File: config.mk
export PLATFORM = sky130hd
export DESIGN_NAME = game_control_fsm
export DESIGN_NICKNAME = d
export VERILOG_FILES = /design/src/rtl/game_pkg.sv /design/src/rtl/state_watchdog.sv /design/src/rtl/game_control_fsm.sv
export SDC_FILE = /design/constraint.sdc
export NUM_CORES = 1
export LEC_CHECK = 0
export CORE_MARGIN = 5
export CORE_UTILIZATION = 49
export CTS_BUF_LIST = sky130_fd_sc_hd__clkbuf_8 sky130_fd_sc_hd__clkbuf_16
export DETAILED_ROUTE_END_ITERATION = 8
export HOLD_SLACK_MARGIN = 0.08
export PLACE_DENSITY = 0.72
export RECOVER_POWER = 100
export REMOVE_ABC_BUFFERS = 1
export SETUP_SLACK_MARGIN = 0.05
export SYNTH_ARGS = -nofsm -noshare
export SYNTH_HDL_FRONTEND = slang
export SYNTH_SLANG_ARGS = --single-unit
export TNS_END_PERCENT = 100
File: constraint.sdc
create_clock -name clock -period 2 [get_ports clock]
set_clock_uncertainty 0.05 [all_clocks]
set_input_delay 0.4 -clock clock [delete_from_list [all_inputs] [get_ports clock]]
set_output_delay 0.4 -clock clock [all_outputs]
set_load 0.02 [all_outputs]
File: src/rtl/game_pkg.sv
// Shared definitions for the game sequencer and datapath.
//   state_e      : 4-bit sequencer state codes (S_INIT..S_DRAW_ENEMIES)
//   action_e     : player/enemy action codes, also used by the datapath
//   state_onehot : enable-strobe decode of a state (bit i <-> state code i)
package game_pkg;

  typedef enum logic [3:0] {
    S_INIT          = 4'd0,
    S_IDLE          = 4'd1,
    S_GEN_MOVE      = 4'd2,
    S_CHECK_COLLIDE = 4'd3,
    S_APPLY_LINK    = 4'd4,
    S_MOVE_ENEMIES  = 4'd5,
    S_DRAW_MAP      = 4'd6,
    S_DRAW_LINK     = 4'd7,
    S_DRAW_ENEMIES  = 4'd8
  } state_e;

  typedef enum logic [2:0] {
    NO_ACTION = 3'd0,
    UP        = 3'd1,
    DOWN      = 3'd2,
    LEFT      = 3'd3,
    RIGHT     = 3'd4
  } action_e;

  localparam int unsigned N_STATES = 9;

  // Codes above S_DRAW_ENEMIES shift out and decode to all-zero.
  function automatic logic [N_STATES-1:0] state_onehot(input state_e s);
    return N_STATES'(1) << s;
  endfunction

endpackage

File: src/rtl/state_watchdog.sv
// Per-state watchdog counter.
//   clock, reset : clock and synchronous active-high reset
//   clear_i      : zero the count (state change)
//   enable_i     : count this cycle (done-waiting state)
//   expired_o    : count has reached LIMIT-1 while enabled
module state_watchdog #(
  parameter int unsigned     TO_W  = 20,
  parameter logic [TO_W-1:0] LIMIT = '1
) (
  input  logic clock,
  input  logic reset,
  input  logic clear_i,
  input  logic enable_i,
  output logic expired_o
);

  localparam logic [TO_W-1:0] LAST = LIMIT - TO_W'(1);

  logic [TO_W-1:0] count_q, count_d;

  always_comb begin
    count_d = count_q;
    if (clear_i)       count_d = '0;
    else if (enable_i) count_d = count_q + TO_W'(1);
  end

  always_ff @(posedge clock) begin
    if (reset) count_q <= '0;
    else       count_q <= count_d;
  end

  assign expired_o = enable_i && (count_q == LAST);

endmodule

File: src/rtl/game_control_fsm.sv
// Frame-loop sequencer for the game datapath. Issues one registered enable
// per phase and advances on the datapath's *_done handshakes, with a
// per-state watchdog that forces the normal successor if a done never comes.
//   clock, reset         : clock, synchronous active-high reset
//   pause                : holds the FSM in S_IDLE
//   *_done               : phase-complete handshakes from the datapath
//   init .. draw_enemies : one-hot phase enables (registered state decode)
//   frame_count          : completed frames, wraps
//   timeout_err          : sticky, set when the watchdog forced an advance
//   state_dbg            : current state code
//
// state           | meaning
// S_INIT          | initialise datapath registers, one cycle
// S_IDLE          | wait for frame tick (blocked by pause)
// S_GEN_MOVE      | enemy move generation
// S_CHECK_COLLIDE | collision detection
// S_APPLY_LINK    | apply link action, one cycle
// S_MOVE_ENEMIES  | apply enemy moves, one cycle
// S_DRAW_MAP      | draw background map
// S_DRAW_LINK     | draw link sprite
// S_DRAW_ENEMIES  | draw enemy sprites, frame ends
module game_control_fsm
  import game_pkg::*;
#(
  parameter int unsigned     TO_W         = 20,
  parameter logic [TO_W-1:0] WAIT_TIMEOUT = 20'hFFFFF,
  parameter int unsigned     FC_W         = 16
) (
  input  logic            clock,
  input  logic            reset,
  input  logic            pause,
  input  logic            idle_done,
  input  logic            gen_move_done,
  input  logic            check_collide_done,
  input  logic            draw_map_done,
  input  logic            draw_link_done,
  input  logic            draw_enemies_done,
  output logic            init,
  output logic            idle,
  output logic            gen_move,
  output logic            check_collide,
  output logic            apply_act_link,
  output logic            move_enemies,
  output logic            draw_map,
  output logic            draw_link,
  output logic            draw_enemies,
  output logic [FC_W-1:0] frame_count,
  output logic            timeout_err,
  output logic [3:0]      state_dbg
);

  state_e                state_q, state_d, succ;
  logic                  entry_q;
  logic [N_STATES-1:0]   en_q;
  logic [FC_W-1:0]       frame_count_q;
  logic                  timeout_err_q;
  logic                  auto_adv, wait_st, done_sel;
  logic                  set_err, frame_inc, state_chg, wd_expired;

  state_watchdog #(
    .TO_W  (TO_W),
    .LIMIT (WAIT_TIMEOUT)
  ) u_watchdog (
    .clock     (clock),
    .reset     (reset),
    .clear_i   (state_chg),
    .enable_i  (wait_st),
    .expired_o (wd_expired)
  );

  // Per-state successor and which handshake (if any) releases it.
  always_comb begin
    succ     = S_INIT;
    auto_adv = 1'b0;
    wait_st  = 1'b0;
    done_sel = 1'b0;
    case (state_q)
      S_INIT:          begin succ = S_DRAW_MAP;      auto_adv = 1'b1; end
      S_IDLE:          begin succ = S_GEN_MOVE;      done_sel = idle_done && !pause; end
      S_GEN_MOVE:      begin succ = S_CHECK_COLLIDE; done_sel = gen_move_done;      wait_st = 1'b1; end
      S_CHECK_COLLIDE: begin succ = S_APPLY_LINK;    done_sel = check_collide_done; wait_st = 1'b1; end
      S_APPLY_LINK:    begin succ = S_MOVE_ENEMIES;  auto_adv = 1'b1; end
      S_MOVE_ENEMIES:  begin succ = S_DRAW_MAP;      auto_adv = 1'b1; end
      S_DRAW_MAP:      begin succ = S_DRAW_LINK;     done_sel = draw_map_done;      wait_st = 1'b1; end
      S_DRAW_LINK:     begin succ = S_DRAW_ENEMIES;  done_sel = draw_link_done;     wait_st = 1'b1; end
      S_DRAW_ENEMIES:  begin succ = S_IDLE;          done_sel = draw_enemies_done;  wait_st = 1'b1; end
      default:         begin succ = S_INIT;          auto_adv = 1'b1; end
    endcase
  end

  // A done seen in the first cycle of a state may be left over from the
  // previous phase, so it is masked by entry_q. A real done wins over a
  // simultaneous watchdog expiry, so the error flag is not raised then.
  always_comb begin
    state_d = state_q;
    set_err = 1'b0;
    if (auto_adv) begin
      state_d = succ;
    end else if (done_sel && !entry_q) begin
      state_d = succ;
    end else if (wd_expired) begin
      state_d = succ;
      set_err = 1'b1;
    end
    state_chg = (state_d != state_q);
    frame_inc = (state_q == S_DRAW_ENEMIES) && (state_d == S_IDLE);
  end

  always_ff @(posedge clock) begin
    if (reset) begin
      state_q       <= S_INIT;
      entry_q       <= 1'b1;
      en_q          <= state_onehot(S_INIT);
      frame_count_q <= '0;
      timeout_err_q <= 1'b0;
    end else begin
      state_q <= state_d;
      entry_q <= state_chg;
      en_q    <= state_onehot(state_d);
      if (frame_inc) frame_count_q <= frame_count_q + FC_W'(1);
      if (set_err)   timeout_err_q <= 1'b1;
    end
  end

  assign init           = en_q[S_INIT];
  assign idle           = en_q[S_IDLE];
  assign gen_move       = en_q[S_GEN_MOVE];
  assign check_collide  = en_q[S_CHECK_COLLIDE];
  assign apply_act_link = en_q[S_APPLY_LINK];
  assign move_enemies   = en_q[S_MOVE_ENEMIES];
  assign draw_map       = en_q[S_DRAW_MAP];
  assign draw_link      = en_q[S_DRAW_LINK];
  assign draw_enemies   = en_q[S_DRAW_ENEMIES];
  assign frame_count    = frame_count_q;
  assign timeout_err    = timeout_err_q;
  assign state_dbg      = state_q;

endmodule
==> results of run 1 <==
-- cells by family (layout without fill, tap and decap cells) --
| group | after synthesis | after routing | share of synthesized area |
|---|---|---|---|
| and+or+nand+nor | 135 | 135 | 0.268 |
| DFF | 51 | 51 | 0.390 |
| AOI/OAI and AO/OA | 50 | 50 | 0.145 |
| buffers and inverters | 28 | 117 | 0.0459 |
| xor gates and xnor gates | 19 | 19 | 0.0636 |
| muxes | 17 | 17 | 0.0727 |
| adders and majority gates | 3 | 3 | 0.0144 |
-- layer usage --
layer	share of wire	up-vias
li1	-	1249
met1	0.42	1319
met2	0.50	100
met3	0.049	22
met4	0.024	0
met5	0	-
-- flip-flops by register name, summed over array words and instances, names as in the netlist --
register	count
entry_q	1
u_watchdog.count_q	20
timeout_err	1
frame_count	16
state_dbg	4
en_q	9
-- report_power, final --
| part | total (mW) | internal, mW | switching (mW) | leakage, nW |
|---|---|---|---|---|
| Combinational | 1.81 | 0.846 | 0.967 | 1.04 |
| Clock | 0.612 | 0.244 | 0.368 | 0.0402 |
| Sequential | 1.17 | 1.11 | 0.0613 | 0.415 |
-- synthesized netlist by cell type, drive strengths merged, types with 2 or more instances --
| cell type | count | area [um2] |
|---|---|---|
| a2111oi | 3 | 45.0 |
| a211oi | 4 | 40.0 |
| a21oi | 17 | 92.6 |
| a221oi | 3 | 26.3 |
| a32o | 2 | 20.0 |
| and2 | 3 | 18.8 |
| and3 | 12 | 75.1 |
| and4 | 3 | 26.3 |
| buf | 11 | 56.3 |
| clkbuf | 7 | 26.3 |
| dfxtp | 51 | 1020 |
| ha | 3 | 37.5 |
| inv | 10 | 37.5 |
| mux2 | 16 | 180 |
| nand2 | 12 | 45.0 |
| nand2b | 2 | 12.5 |
| nand3 | 18 | 90.1 |
| nand4 | 13 | 81.3 |
| nor2 | 43 | 161 |
| nor2b | 15 | 93.8 |
| nor3 | 8 | 40.0 |
| nor3b | 3 | 22.5 |
| o211ai | 4 | 35.0 |
| o21ai | 7 | 35.0 |
| xnor2 | 6 | 52.6 |
| xor2 | 13 | 114 |
-- worst paths after layout --
kind,start,endpoint,slack [ns],cells after the start
hold / removal,u_watchdog.count_q[5]$_SDFFE_PP0N_,u_watchdog.count_q[5]$_SDFFE_PP0N_,0.48,2
setup reg to reg,state_dbg[1]$_SDFF_PP0_,state_dbg[0]$_SDFF_PP0_,-0.19,8
hold reg to reg,u_watchdog.count_q[5]$_SDFFE_PP0N_,u_watchdog.count_q[5]$_SDFFE_PP0N_,0.48,2
setup / recovery,state_dbg[1]$_SDFF_PP0_,state_dbg[0]$_SDFF_PP0_,-0.19,8
-- placed cells by master (no fill, tap or decap), drive strengths merged, types with 8 or more instances in the layout --
cell type	n
dlygate4sd3	10
mux2	16
inv	10
nor3	8
nand3	18
dfxtp	51
clkdlybuf4s50	26
nor2	43
nand4	13
a21oi	17
xor2	13
nor2b	15
and3	12
nand2	12
buf	60
-- worst min-delay path, stage by stage (launching register included) --
cell	delay, ns
dfxtp_1	0.35
xor2_1	0.08
nor2_1	0.07
-- cell type report --
type                    count  area (um2)
flip-flops and latches     51        1030
fillers                   326        1110
clock inverters             3        20.0
clock buffers               5        68.8
repair buffers             99         951
inverters                  10        37.5
well taps                  70        87.6
multi-input cells         224        1840
-- timing repair --
item                                    CTS  global route
hold endpoints to repair                  0             0
gates resized for setup                  57            37
pin swaps                                19             9
endpoints found under the setup margin   50            51
gates cloned                              1             1
setup buffers                             6             2
==> impl_metrics.yaml, run 1 <==
hold_path:
  holdCritPathClass: "reg2reg"
routing:
  ant_nets: 0
  drt_iter0_markers: 243
  drc: 0
  wl_per_cell_um: 17.6
  drt-total-wl_um: 8120
  first_pass_iters: 4
  viasPerCell: 5.82
  num_vias: 2690
run_status:
  status: "finished, violations left"
  violations: "setup timing"
global_routing:
  use_met3: 0.0465
  grt_first_pass_wirelength_um: 11900
  grt_util_all_layers: 0.205
  antenna_found_initial: 0
  gr-usage-met1: 0.257
  overflow: 0
  grt_pass1_vias: 2543
  met2_usage: 0.343
  grt_busiest_layer: "met2"
  grt_max_degree: 31
worst_setup_path:
  critical_path.startpoint_type: "flip-flop"
  setup.worst_path.class: "reg2reg"
  crit_arrival_ns: 2.36
  cpMaxStageDelayCell: "or4b_4"
  crit_top_cell: "buf_4"
  cp_cell_sequence: "or4b_4 -> a21oi_4 -> buf_4 -> and3_4 -> buf_4 -> buf_4 -> o21ai_0 -> a21oi_1"
  endpoint_kind: "flip-flop"
  slowest_delay_ns: 0.55
  cp.required_ns: 2.17
  path_delay_family: "simple AND/OR/NAND/NOR gates"
  critical_path_peak_fanout: 4
  cp.buffers_inverters: 3
final_layout:
  drive_gt1_frac: 0.339
  final_area_um2: 4030
  fin_cells: 462
  final_nets: 403
  area_delta_synth_final_pct: 54.3
  antennaDiodeCount: 0
  utilization: 0.785
placed_design:
  dp_hpwl_um: 4600
  pre_cts_slack_ns: -0.406
  port_buffers: 38
  placedCellCount: 444
  routabilityCongestion: 0.858
  placed_cell_area_um2: 3420
power_and_ir_drop:
  power_density_nw_per_um2: 891
  power_leakage_nw: 1.49
  finalPower_mw: 3.59
  peakVddDrop_uv: 466
yosys:
  synth-seq-cells: 51
  yosysSeqAreaShare: 0.390
  synth_area_um2: 2620
  syn_inst: 303
  synth_cell_types: 46
  synth_warnings: 0
  async_reset_ff_frac: 0
  ys.flop_type: "dfxtp_1"
  avgSynthCellArea_um2: 8.63
  synth-edff-count: 0
clocking:
  cts_max_level: 2
  hold_buffers: 0
  clk_path_buf_depth: 2
  path_clk_slew_ns: 0.09
  cts_root_buf: "clkbuf_8"
  clkLatencyLatePin_ns: 0.32
  cts.sinks: 51
  cts_buffers: 5
  cts_tree: "done"
run:
  max-cap-violations: 0
sta:
  fin_ws_ns: -0.188
  slew_violations: 0
  finalSetupTns_ns: -3.60
  holdWs_ns: 0.481
  setup_violations: 46
  rsz0062_at_grt: "true"
  finalCriticalPeriod_ns: 2.19
  clock.fmax_mhz: 457
  post-route-period-util: 1.09
  hold_violations: 0
  worstMarginPinSlew_ns: 0.407
  relSlewSlack: 0.727
floorplan:
  num_rows: 26
  start_util: 0.509
  die_h_um: 83.1
  die_w_um: 83.1
  die_area_um2: 6900
  io_pins: 39
  coreArea_um2: 5140
No activity file was read; power rests on OpenSTA's default activity.
==> inputs of run 2 (changes only) <==
Settings changed: CORE_MARGIN 5 to 8, CORE_UTILIZATION 49 to 40, PLACE_DENSITY 0.72 to 0.6.
==> run 2 against run 1 <==
The flow still finishes with violations (setup timing). Via count is 6.9% lower. Critical path depth is 1 lower. Maximum frequency is 2.9% higher. Register-to-register slack improved by 0.06 ns. Non-clock buffer count increased by 5. Clock power is 42% higher. Sequential share of layout area is 0.88 points higher. Final area fell by 3.4%. First-iteration DRC count shrank 64%. Utilization shrank 17 points. Count of clock-buffer cells in the layout did not move. Largest cell class unchanged.
==> impl_metrics.yaml, run 2 (synthesis gave the netlist of run 1 again) <==
global_routing:
  grt_util_all_layers: 0.149
  grt_pass1_vias: 2588
  overflow: 0
  grt_first_pass_wirelength_um: 12200
  antenna_found_initial: 0
  grt_max_degree: 17
run_status:
  status: "finished, violations left"
  violations: "setup timing"
sta:
  rsz0062_at_grt: "true"
  clock.fmax_mhz: 470
  relSlewSlack: 0.790
  finalSetupTns_ns: -3.18
  post-route-period-util: 1.06
  setup_violations: 43
  slew_violations: 0
  finalCriticalPeriod_ns: 2.13
  hold_violations: 0
  worstMarginPinSlew_ns: 0.313
  fin_ws_ns: -0.126
routing:
  first_pass_iters: 4
  wl_per_cell_um: 15.1
  drc: 0
  drt_iter0_markers: 88
  num_vias: 2505
  viasPerCell: 5.28
  ant_nets: 0
  drt-total-wl_um: 7150
final_layout:
  area_delta_synth_final_pct: 48.9
  antennaDiodeCount: 0
  largest_register_ffs: 20
  final_area_um2: 3890
  fin_cells: 474
  max_flop_register: "u_watchdog.count_q"
  layout_common_cells: "buf_4 (56), dfxtp_1 (48), nor2_1 (42), dlygate4sd3_1 (25), nand3_1 (16)"
  final_common_cell: "buf_4"
  final_nets: 408
  drive_gt1_frac: 0.320
  utilization: 0.613
worst_setup_path:
  cpMaxStageDelayCell: "or4b_4"
  ff2ff_setup_slack_ns: -0.13
  critical_path_peak_fanout: 5
  cp.required_ns: 2.16
  r2r-start: "state_dbg[1]$_SDFF_PP0_"
  critical_path.startpoint_type: "flip-flop"
  cp_cell_sequence: "or4b_4 -> a21oi_4 -> nand3_2 -> buf_6 -> buf_4 -> a21oi_4 -> mux2_4"
  cp-startpoint: "state_dbg[1]$_SDFF_PP0_"
  r2r_cells: 7
  crit_arrival_ns: 2.29
  crit_top_cell: "a21oi_4"
  slowest_delay_ns: 0.57
  crit_path_end: "frame_count[0]$_SDFFE_PP0P_"
  endpoint_kind: "flip-flop"
  r2r-end: "frame_count[0]$_SDFFE_PP0P_"
  setup.worst_path.class: "reg2reg"
placed_design:
  routabilityCongestion: 0.797
  placedCellCount: 457
  dp_hpwl_um: 4790
  placed_cell_area_um2: 3450
  port_buffers: 38
floorplan:
  coreArea_um2: 6350
  start_util: 0.412
  die_h_um: 96.9
  num_rows: 29
  die_w_um: 96.9
  die_area_um2: 9380
  io_pins: 39
clocking:
  clk_path_buf_depth: 2
  cts_root_buf: "clkbuf_8"
  path_clk_slew_ns: 0.11
  cts_max_level: 2
  cts.sinks: 51
  cts_tree: "done"
  clkLatencyLatePin_ns: 0.31
  cts_buffers: 5
power_and_ir_drop:
  peakVddDrop_uv: 547
  power_density_nw_per_um2: 936
  power_leakage_nw: 1.56
run:
  max-cap-violations: 0
hold_path:
  holdCritPathClass: "reg2reg"
[run 2: changes by cell type in the layout (fill, tap and decap cells not counted), moves of 7 or more]
| cell | delta |
|---|---|
| dlygate4sd3_1 | +15 |
| buf_4 | +13 |
| clkdlybuf4s50_1 | -16 |
| a21oi_4 | -9 |
| buf_6 | -7 |
| a21oi_2 | +9 |
[run 2: worst max-delay path, delay by kind of cell (launching register included)]
family | cells | cell delay (ns)
simple gates | 2 | 0.69
buf+inv | 2 | 0.29
mux | 1 | 0.31
flops | 1 | 0.37
compound gates | 2 | 0.30
[run 2: repair_timing]
action                     4_1_cts  5_1_grt
cloned                           2        0
setup buffers                    6        1
hold buffers                     0        0
setup endpoints to repair       53       52
pin swaps                        8        3
gates resized for setup         50       13
[run 2: through the flow]
stage	power [mW]	worst slack (ns)	hold WS, ns
6_report	3.65	-0.126	0.464
5_1_grt	3.84	-0.171	0.498
4_1_cts	3.52	-0.113	0.471
3_5_place_dp	2.41	-0.419	0.448
3_3_place_gp	2.42	-0.379	0.447
2_1_floorplan	1.78	-0.727	0.419
[run 2: how the worst min path moves through the flow]
stage	start	to	slack, ns	depth (start not counted)
finish	frame_count[1]$_SDFFE_PP0P_	frame_count[1]$_SDFFE_PP0P_	0.46	2
global route	frame_count[1]$_SDFFE_PP0P_	frame_count[1]$_SDFFE_PP0P_	0.50	2
CTS	frame_count[1]$_SDFFE_PP0P_	frame_count[1]$_SDFFE_PP0P_	0.47	2
detailed placement	frame_count[1]$_SDFFE_PP0P_	frame_count[1]$_SDFFE_PP0P_	0.45	2
global placement	frame_count[1]$_SDFFE_PP0P_	frame_count[1]$_SDFFE_PP0P_	0.45	2
floorplan	reset	en_q[1]$_SDFF_PP0_	0.42	1
[run 2: cell type report]
class,count,area (um2)
inverter,10,37.5
tap,77,96.3
sequential,51,1030
fill,525,2450
multi-input combinational,224,1690
timing repair buffer,104,908
clock inverter,3,67.6
clock buffer,5,68.8
[run 2: where the power goes]
part / internal (mW) / switching, mW
clock network: 0.499 / 0.367
registers: 1.11 / 0.0593
logic: 0.769 / 0.845
[run 2: layer usage]
metal | vias up | track usage | part of all wire
met5 | - | 0 | 0
met4 | 0 | 0.0450 | 0.0098
met3 | 6 | 0.0349 | 0.045
met2 | 52 | 0.247 | 0.48
met1 | 1181 | 0.187 | 0.47
li1 | 1266 | - | -
==> inputs of run 3 (changes only) <==
Clock period 2 ns to 1.8 ns, I/O delays scaled along.
==> run 3 against run 2 <==
Count of clock-buffer cells in the layout did not move. Largest power group unchanged. Critical endpoint is now frame_count[10]$_SDFFE_PP0P_. Wire length rose by 6.3%. Critical path depth unchanged. Flip-flop and latch count did not move. Register-to-register slack lost 0.21 ns. The run still ends with setup timing left. Non-clock buffer count up 17. Final area up 7.4%. Worst hold slack better by 0.0059 ns. First-iteration DRC count down 25%.
==> impl_metrics.yaml, run 3 (synthesis gave the netlist of run 1 again) <==
floorplan:
  coreArea_um2: 6350
  start_util: 0.412
  io_pins: 39
  die_area_um2: 9380
  num_rows: 29
  die_h_um: 96.9
  die_w_um: 96.9
final_layout:
  antennaDiodeCount: 0
  final_area_um2: 4180
  final_common_cell: "buf_4"
  utilization: 0.659
  fin_cells: 491
  largest_register_ffs: 20
  max_flop_register: "u_watchdog.count_q"
  drive_gt1_frac: 0.362
  layout_common_cells: "buf_4 (61), dfxtp_1 (48), nor2_1 (42), nand3_1 (15), nor2b_1 (15)"
  final_nets: 425
  num-fill-cells: 504
  area_delta_synth_final_pct: 60.0
routing:
  first_pass_iters: 5
  num_vias: 2636
  drt_iter0_markers: 66
  viasPerCell: 5.37
  wl_per_cell_um: 15.5
  ant_nets: 0
  drc: 0
  drt-total-wl_um: 7610
clocking:
  cts_root_buf: "clkbuf_8"
  path_clk_slew_ns: 0.10
  clk_path_buf_depth: 2
  hold_buffers: 0
  clkLatencyLatePin_ns: 0.31
  cts.sinks: 51
  cts_max_level: 2
  cts_buffers: 5
  cts_tree: "done"
worst_setup_path:
  crit_arrival_ns: 2.29
  ff2ff_setup_slack_ns: -0.33
  cp.required_ns: 1.95
  endpoint_kind: "flip-flop"
  critical_path_peak_fanout: 6
  setup.worst_path.class: "reg2reg"
  critical_path.startpoint_type: "flip-flop"
placed_design:
  dp_hpwl_um: 5070
  routabilityCongestion: 0.881
  port_buffers: 38
  placedCellCount: 469
  placed_cell_area_um2: 3550
power_and_ir_drop:
  peakVddDrop_uv: 739
  finalPower_mw: 4.30
  power_density_nw_per_um2: 1030
  power_leakage_nw: 1.68
sta:
  slew_violations: 0
  worstMarginPinSlew_ns: 0.386
  finalCriticalPeriod_ns: 2.13
  setup_violations: 50
  fin_ws_ns: -0.335
  relSlewSlack: 0.741
  clock.fmax_mhz: 468
  holdWs_ns: 0.470
  hold_violations: 0
  rsz0062_at_grt: "true"
  post-route-period-util: 1.19
global_routing:
  antenna_found_initial: 0
  grt_util_all_layers: 0.151
  grt_pass1_vias: 2573
  grt_first_pass_wirelength_um: 12200
  overflow: 0
  grt_max_degree: 21
run:
  max-cap-violations: 0
run_status:
  status: "finished, violations left"
  violations: "setup timing"
hold_path:
  holdCritPathClass: "reg2reg"
## run 3: cell types whose count changed in the layout (fill, tap and decap cells not counted), sizes merged, moves of 5 or more
cell	before	now
dlygate4sd2	1	14
buf	64	79
dlygate4sd3	25	9
clkbuf	9	14
## run 3: path summary, 6_finish.rpt
| check | from | cells past startpoint | end |
|---|---|---|---|
| max | state_dbg[1]$_SDFF_PP0_ | 7 | frame_count[10]$_SDFFE_PP0P_ |
| min | timeout_err$_SDFFE_PP0P_ | 2 | timeout_err$_SDFFE_PP0P_ |
| max reg2reg | state_dbg[1]$_SDFF_PP0_ | 7 | frame_count[10]$_SDFFE_PP0P_ |
| min reg2reg | timeout_err$_SDFFE_PP0P_ | 2 | timeout_err$_SDFFE_PP0P_ |
## run 3: where the power goes
| part | internal, mW | total, mW | leakage [nW] | switching [mW] |
|---|---|---|---|---|
| clock network | 0.550 | 0.948 | 0.0695 | 0.398 |
| registers | 1.23 | 1.29 | 0.414 | 0.0578 |
| logic | 0.962 | 2.06 | 1.20 | 1.10 |
| total | 2.74 | 4.30 | 1.68 | 1.56 |
## run 3: final cells by class
| type | instances | area, um2 | area share |
|---|---|---|---|
| multi-input combinational | 224 | 1830 | 0.437 |
| sequential | 51 | 1030 | 0.246 |
| timing repair buffer | 121 | 1060 | 0.253 |
| tap | 77 | 96.3 | 0.0230 |
| clock inverter | 3 | 63.8 | 0.0153 |
| inverter | 10 | 37.5 | 0.00897 |
| clock buffer | 5 | 68.8 | 0.0164 |
## run 3: through the flow
step	setup TNS [ns]	setup WS, ns
after global placement	-22.95	-0.559
after floorplan	-37.53	-0.927
after global routing	-16.95	-0.385
after CTS	-13.73	-0.334
final	-14.01	-0.335
after detailed placement	-23.41	-0.585
## run 3: critical path, cell delays in order, from the launching register on
cell and delay, ns:
dfxtp_4 0.37, or4b_4 0.55, a21oi_4 0.20, nand3_2 0.10, buf_6 0.16, buf_8 0.15, a21oi_4 0.14, mux2_4 0.31
## run 3: timing repair
item,CTS,global route
buffers inserted,7,5
resized for setup,69,39
cloned,1,2
pin swaps,9,18
setup endpoints to repair,65,56
## run 3: layer usage
layer / part of all wire / vias up / GRT usage / wire, um
met5: 0 / - / 0 / 0
met4: 0.018 / 0 / 0.0604 / 138
met3: 0.035 / 11 / 0.0277 / 270
met2: 0.47 / 64 / 0.246 / 3580
met1: 0.48 / 1259 / 0.191 / 3610
li1: - / 1302 / - / -
